### src/rtl/instr_encoder.sv
// Packs decoded RV32 fields into instruction words, tags each with a sequential address
// and streams them through a small FIFO. Optional INSTR_ENCODER_STATS_EN adds enc_count.
module instr_encoder #(
  parameter int          DEPTH     = 4,
  parameter logic [31:0] BASE_ADDR = 32'h0000_0000
) (
  input  logic        clk,
  input  logic        reset,
  input  logic        flush,
  input  logic        in_valid,
  output logic        in_ready,
  input  logic [2:0]  in_kind,
  input  logic [4:0]  in_rd,
  input  logic [4:0]  in_rs1,
  input  logic [4:0]  in_rs2,
  input  logic [11:0] in_immed,
  input  logic [9:0]  in_func,
  input  logic [19:0] in_joffset,
  output logic        out_valid,
  input  logic        out_ready,
  output logic [31:0] out_instr,
  output logic [31:0] out_addr,
`ifdef INSTR_ENCODER_STATS_EN
  output logic [15:0] enc_count,
`endif
  output logic        err_illegal
);

  localparam int AW = (DEPTH > 1) ? $clog2(DEPTH) : 1;
  localparam int CW = AW + 1;

  function automatic logic [31:0] encode_word(
    input logic [2:0]  kind,
    input logic [4:0]  rd,
    input logic [4:0]  rs1,
    input logic [4:0]  rs2,
    input logic [11:0] immed,
    input logic [9:0]  func,
    input logic [19:0] joffset
  );
    logic [31:0] word;
    case (kind)
      3'd0:    word = {func[9:3], rs2, rs1, func[2:0], rd, 7'b0110011};
      3'd1:    word = {immed, rs1, func[2:0], rd, 7'b0010011};
      3'd2:    word = {immed[11:5], rs2, rs1, func[2:0], immed[4:0], 7'b0100011};
      3'd3:    word = {immed[11], immed[9:4], rs2, rs1, func[2:0], immed[3:0], immed[10], 7'b1100011};
      3'd4:    word = {joffset[19], joffset[9:0], joffset[10], joffset[18:11], rd, 7'b1101111};
      3'd5:    word = {immed, rs1, func[2:0], rd, 7'b0000011};
      3'd6:    word = {joffset, rd, 7'b0010111};
      default: word = 32'h0000_0000;
    endcase
    return word;
  endfunction

  logic [31:0]   mem_instr_r [DEPTH];
  logic [31:0]   mem_addr_r  [DEPTH];
  logic [AW-1:0] wr_ptr_r;
  logic [AW-1:0] rd_ptr_r;
  logic [CW-1:0] count_r;
  logic [31:0]   addr_r;

  logic          full_s;
  logic          empty_s;
  logic          accept_s;
  logic          push_s;
  logic          pop_s;
  logic [31:0]   word_s;
  logic [AW-1:0] rd_ptr_nxt_s;
  logic [CW-1:0] count_nxt_s;
  logic [31:0]   head_instr_nxt_s;
  logic [31:0]   head_addr_nxt_s;

  assign full_s   = (count_r == CW'(DEPTH));
  assign empty_s  = (count_r == CW'(0));
  assign in_ready = !full_s && !flush;
  assign accept_s = in_valid && in_ready;
  assign push_s   = accept_s && (in_kind != 3'd7);
  assign pop_s    = !empty_s && out_ready;
  assign word_s   = encode_word(in_kind, in_rd, in_rs1, in_rs2, in_immed, in_func, in_joffset);

  // Next head of the queue so the output registers always show the oldest word.
  always_comb begin
    rd_ptr_nxt_s     = rd_ptr_r;
    count_nxt_s      = count_r;
    head_instr_nxt_s = 32'h0000_0000;
    head_addr_nxt_s  = 32'h0000_0000;
    if (pop_s) begin
      rd_ptr_nxt_s = rd_ptr_r + AW'(1);
    end else begin
      rd_ptr_nxt_s = rd_ptr_r;
    end
    case ({push_s, pop_s})
      2'b10:   count_nxt_s = count_r + CW'(1);
      2'b01:   count_nxt_s = count_r - CW'(1);
      default: count_nxt_s = count_r;
    endcase
    // A word written this cycle lands exactly at the new head only when the queue drains to it.
    if (count_nxt_s == CW'(0)) begin
      head_instr_nxt_s = 32'h0000_0000;
      head_addr_nxt_s  = 32'h0000_0000;
    end else if (push_s && (wr_ptr_r == rd_ptr_nxt_s)) begin
      head_instr_nxt_s = word_s;
      head_addr_nxt_s  = addr_r;
    end else begin
      head_instr_nxt_s = mem_instr_r[rd_ptr_nxt_s];
      head_addr_nxt_s  = mem_addr_r[rd_ptr_nxt_s];
    end
  end

  // FIFO storage write port.
  always_ff @(posedge clk) begin
    if (push_s) begin
      mem_instr_r[wr_ptr_r] <= word_s;
      mem_addr_r[wr_ptr_r]  <= addr_r;
    end
  end

  // Pointers, occupancy, address counter and registered outputs.
  always_ff @(posedge clk or posedge reset) begin
    if (reset) begin
      wr_ptr_r    <= AW'(0);
      rd_ptr_r    <= AW'(0);
      count_r     <= CW'(0);
      addr_r      <= BASE_ADDR;
      out_valid   <= 1'b0;
      out_instr   <= 32'h0000_0000;
      out_addr    <= 32'h0000_0000;
      err_illegal <= 1'b0;
    end else if (flush) begin
      wr_ptr_r    <= AW'(0);
      rd_ptr_r    <= AW'(0);
      count_r     <= CW'(0);
      addr_r      <= BASE_ADDR;
      out_valid   <= 1'b0;
      out_instr   <= 32'h0000_0000;
      out_addr    <= 32'h0000_0000;
      err_illegal <= 1'b0;
    end else begin
      if (push_s) begin
        wr_ptr_r <= wr_ptr_r + AW'(1);
        addr_r   <= addr_r + 32'd4;
      end
      rd_ptr_r    <= rd_ptr_nxt_s;
      count_r     <= count_nxt_s;
      out_valid   <= (count_nxt_s != CW'(0));
      out_instr   <= head_instr_nxt_s;
      out_addr    <= head_addr_nxt_s;
      err_illegal <= accept_s && (in_kind == 3'd7);
    end
  end

`ifdef INSTR_ENCODER_STATS_EN
  // Saturating count of enqueued words.
  always_ff @(posedge clk or posedge reset) begin
    if (reset) begin
      enc_count <= 16'h0000;
    end else if (flush) begin
      enc_count <= 16'h0000;
    end else if (push_s && (enc_count != 16'hFFFF)) begin
      enc_count <= enc_count + 16'h0001;
    end
  end
`endif

endmodule

### config.mk
export PLATFORM = sky130hd
export DESIGN_NAME = instr_encoder
export DESIGN_NICKNAME = d
export VERILOG_FILES = /design/src/rtl/instr_encoder.sv
export SDC_FILE = /design/constraint.sdc
export NUM_CORES = 1
export LEC_CHECK = 0
export ABC_CLOCK_PERIOD_IN_PS = 5150
export BUFFER_PORTS_ARGS = -buffer_cell sky130_fd_sc_hd__buf_2
export CAP_MARGIN = 20
export CORE_MARGIN = 2
export CORE_UTILIZATION = 54
export CTS_BUF_LIST = sky130_fd_sc_hd__clkbuf_8
export CTS_CLUSTER_SIZE = 16
export DETAILED_ROUTE_END_ITERATION = 6
export PLACE_DENSITY = 0.84
export SLEW_MARGIN = 25
export SYNTH_ARGS = -nofsm -noshare
export SYNTH_HDL_FRONTEND = slang
export SYNTH_SLANG_ARGS = --single-unit
### constraint.sdc
create_clock -name clk -period 5.15 [get_ports clk]
set_input_delay 0.2575 -clock clk [delete_from_list [all_inputs] [get_ports clk]]
set_output_delay 0.2575 -clock clk [all_outputs]
set_load 0.005 [all_outputs]
==> reports/results.txt <==
status: finished, final reports clean
unrepaired setup endpoints after global routing: no
Synth Cell Area: 16,800 um^2
Yosys Warn Count: 0
commonest cells after routing, fill and taps aside: 244 x edfxtp_1, 141 x mux2i_1, 131 x buf_2
first-pass GRT wire length: 67.3 mm
CTS tree: yes
switch share: 35.2%
Fillers: 2,334
vias in the first global route: 12,900
Num CTS Buffers: 53
Cell Pwr Density: 451 nW/um^2
row count: 64
CP max-delay cell: o31ai_4
max incr delay on CP: 560 ps
critical path arrival: 4100 ps
Fin. Hold Viols: 0
Clock Sinks: 345
Starting Density: 54.8%
post-route antenna net violation count: 0
RePlAce Congestion: 0.939
Critical Path RT: 5570 ps
share of cells above drive strength 1: 16.4%
Syn Nets: 1,489
DRT Pass-1 Iters: 5
Fmax: 0.272 GHz
core footprint: 30,600 um^2
leakage power total: 6.88 nW
Initial DRC Count: 1,324
Setup violations, final: 0
Slew Viols, Final: 0
number of remaining DRC errors: 0
Mean Syn Cell Area: 11.8 um^2
most common cell after layout, fill and taps aside: edfxtp_1
die span in y: 180 um
Die Area: 32,400 um^2
DR WL/cell: 22.1 um
max cap viols: 0
worst-case clock buffer depth: 3
CP cell instances: nor3b_1 -> nor3_1 -> buf_4 -> inv_1 -> ha_1 -> fa_1 -> nor3b_1 -> a21oi_1 -> o31ai_4 -> buf_4 -> o41ai_1
IO Count: 132
largest net degree at the start of global routing: 117
clock-pin slew on the worst setup and hold paths: 60 ps
DIE WIDTH: 180 um
NetSw: 2.97 mW
detailed-route wire length: 42.8 mm
Period Utilization, post-route: 71.3%
internal power: 5.48 mW
flop and latch count out of synthesis: 345
total number of vias: 12,600
Remaining Overflow, GRT: 0
Seq/Total Area, Yosys: 58.8%
asr flop ratio synth: 29.3%
HP Class: in2reg
Period minus WS final: 3670 ps
largest fanout on the critical path: 21
Clk Tree Root Cell: clkbuf_8
total track usage: 25.8%
Final Skew: 21.3 ps
Mapped Cells: 1,417
post-DR vias/cell: 6.53
Cells after DPL: 1,838
Synth-to-Final Area Change: 11.7%
initial antenna violation count: 1
Setup TNS: 0 ps
Crit. End Element: flop
Final Net Count: 1,570
IO Port Bufs: 131
Setup CP Type: reg2reg
post_cts resized: 0
antenna diode count: 0
Layout Cells excl Fill: 1,934
maximum vdd drop: 0.000236 V
Seq pwr share: 41.0%
Post-synth EDFFs: 244
measured slew at the worst slew-check pin: 1060 ps
headroom to the max-slew limit: 29.3%
Worst-Skew Late Latency: 580 ps
DPL Wire Length: 24.4 mm
Logic pwr share: 31.8%
Cell variety after synth: 58
Top FF cell, synth: edfxtp_1
Setup crit start kind: flop
CTS H-tree depth: 2
part of the power in the clock network: 27.2%
-- cells by family (layout without fill, tap and decap cells) --
| logic type | Yosys count | after routing | synth area share (%) |
|---|---|---|---|
| AND/OR/NAND/NOR | 446 | 446 | 14.4 |
| XOR/XNOR | 33 | 33 | 1.81 |
| AO/OA/AOI/OAI | 297 | 297 | 12.0 |
| flip-flops | 345 | 345 | 58.8 |
| multiplexers | 146 | 146 | 8.96 |
| adder cells (fa/ha/maj) | 7 | 7 | 0.568 |
| other | 1 | 1 | 0.0224 |
| buffers and inverters | 142 | 263 | 3.43 |
-- registers in the layout, indices dropped and copies added, names as in the netlist, 2 cells and up --
name         flops
mem_addr_r     120
out_addr        31
rd_ptr_r         2
count_r          3
addr_r          30
wr_ptr_r         2
out_instr       31
mem_instr_r    124
-- power groups by stage --
stage,Sequential (mW),Clock (mW),Combinational [mW]
after CTS,3.46,2.32,2.65
after detailed placement,3.51,0,2.64
final,3.47,2.29,2.69
after floorplan,3.40,0,1.90
after global routing,3.49,2.44,2.90
after global placement,3.52,0,2.54
-- routing by layer --
layer / GRT usage (%) / vias to the layer above / part of all wire, %
li1: - / 5600 / -
met1: 31.5 / 6223 / 38
met2: 44.8 / 665 / 49
met3: 4.24 / 132 / 8.2
met4: 12.3 / 0 / 4.1
met5: 0 / - / 0
-- stage by stage --
stage	area (um^2)	setup slack [ps]	utilization [%]	hold WS (ps)	power [mW]
2_1_floorplan	16800	1570	-	427	5.30
3_3_place_gp	17600	1370	57.6	455	6.05
3_5_place_dp	17600	1320	57.6	461	6.15
4_1_cts	18700	1580	61.2	69.3	8.43
5_1_grt	18700	1310	61.2	109	8.83
6_report	18700	1480	61.2	101	8.45
-- cell usage after synthesis, types with 5 or more instances --
| library cell | n | area (um^2) |
|---|---|---|
| edfxtp_1 | 244 | 7330 |
| mux2i_1 | 141 | 1410 |
| dfrtp_1 | 101 | 2530 |
| nand2_1 | 82 | 308 |
| clkbuf_1 | 81 | 304 |
| a21oi_1 | 71 | 355 |
| nand3_1 | 71 | 355 |
| nor3_1 | 66 | 330 |
| o31ai_1 | 62 | 465 |
| o21ai_0 | 61 | 305 |
| or3_1 | 59 | 369 |
| or4_1 | 59 | 443 |
| a2bb2oi_1 | 58 | 508 |
| nor2_1 | 47 | 176 |
| buf_2 | 27 | 135 |
| xnor2_1 | 21 | 184 |
| buf_1 | 17 | 63.8 |
| inv_1 | 14 | 52.6 |
| o2bb2ai_1 | 13 | 114 |
| nor4_1 | 11 | 68.8 |
| xor2_1 | 11 | 96.3 |
| nand4_1 | 8 | 50.1 |
| and2_1 | 7 | 43.8 |
| nand2b_1 | 7 | 43.8 |
| ha_1 | 6 | 75.1 |
| nor2b_1 | 6 | 37.5 |
| nand3b_1 | 5 | 37.5 |
| nor3b_1 | 5 | 37.5 |
| o21a_1 | 5 | 37.5 |
-- final timing paths --
kind | startpoint | endpoint | slack (ps) | cells after the start
hold / removal | in_func[2] | mem_instr_r[1][14] | 100 | 2
setup reg to reg | count_r[0] | out_instr[27] | 1480 | 11
setup / recovery | count_r[0] | out_instr[27] | 1480 | 11
hold reg to reg | addr_r[29] | mem_addr_r[2][29] | 590 | 0
min in group asynchronous | reset | out_instr[16] | 370 | 3
max in group asynchronous | reset | out_addr[1] | 3660 | 4
-- layout make-up --
cell class                 count  area [um^2]  area share, %
sequential                   345         9860           52.7
multi-input combinational    930         6370           34.0
clock buffer                  62          853           4.56
timing repair buffer         153          852           4.55
tap                          396          495           2.65
clock inverter                33          221           1.18
inverter                      15         61.3          0.328
-- critical path, delay by kind of cell (launching register included) --
kind	cells	cell delay, ps
and+or+nand+nor	3	850
DFF	1	490
adders and majority gates	2	670
AOI/OAI and AO/OA	3	790
buffers and inverters	3	710
-- timing repair --
| action | in CTS | in global routing |
|---|---|---|
| endpoints found under the hold margin | 59 | 0 |
| hold buffers | 1 | 0 |
| setup buffers | 0 | 0 |
No activity file was read; power rests on OpenSTA's default activity.
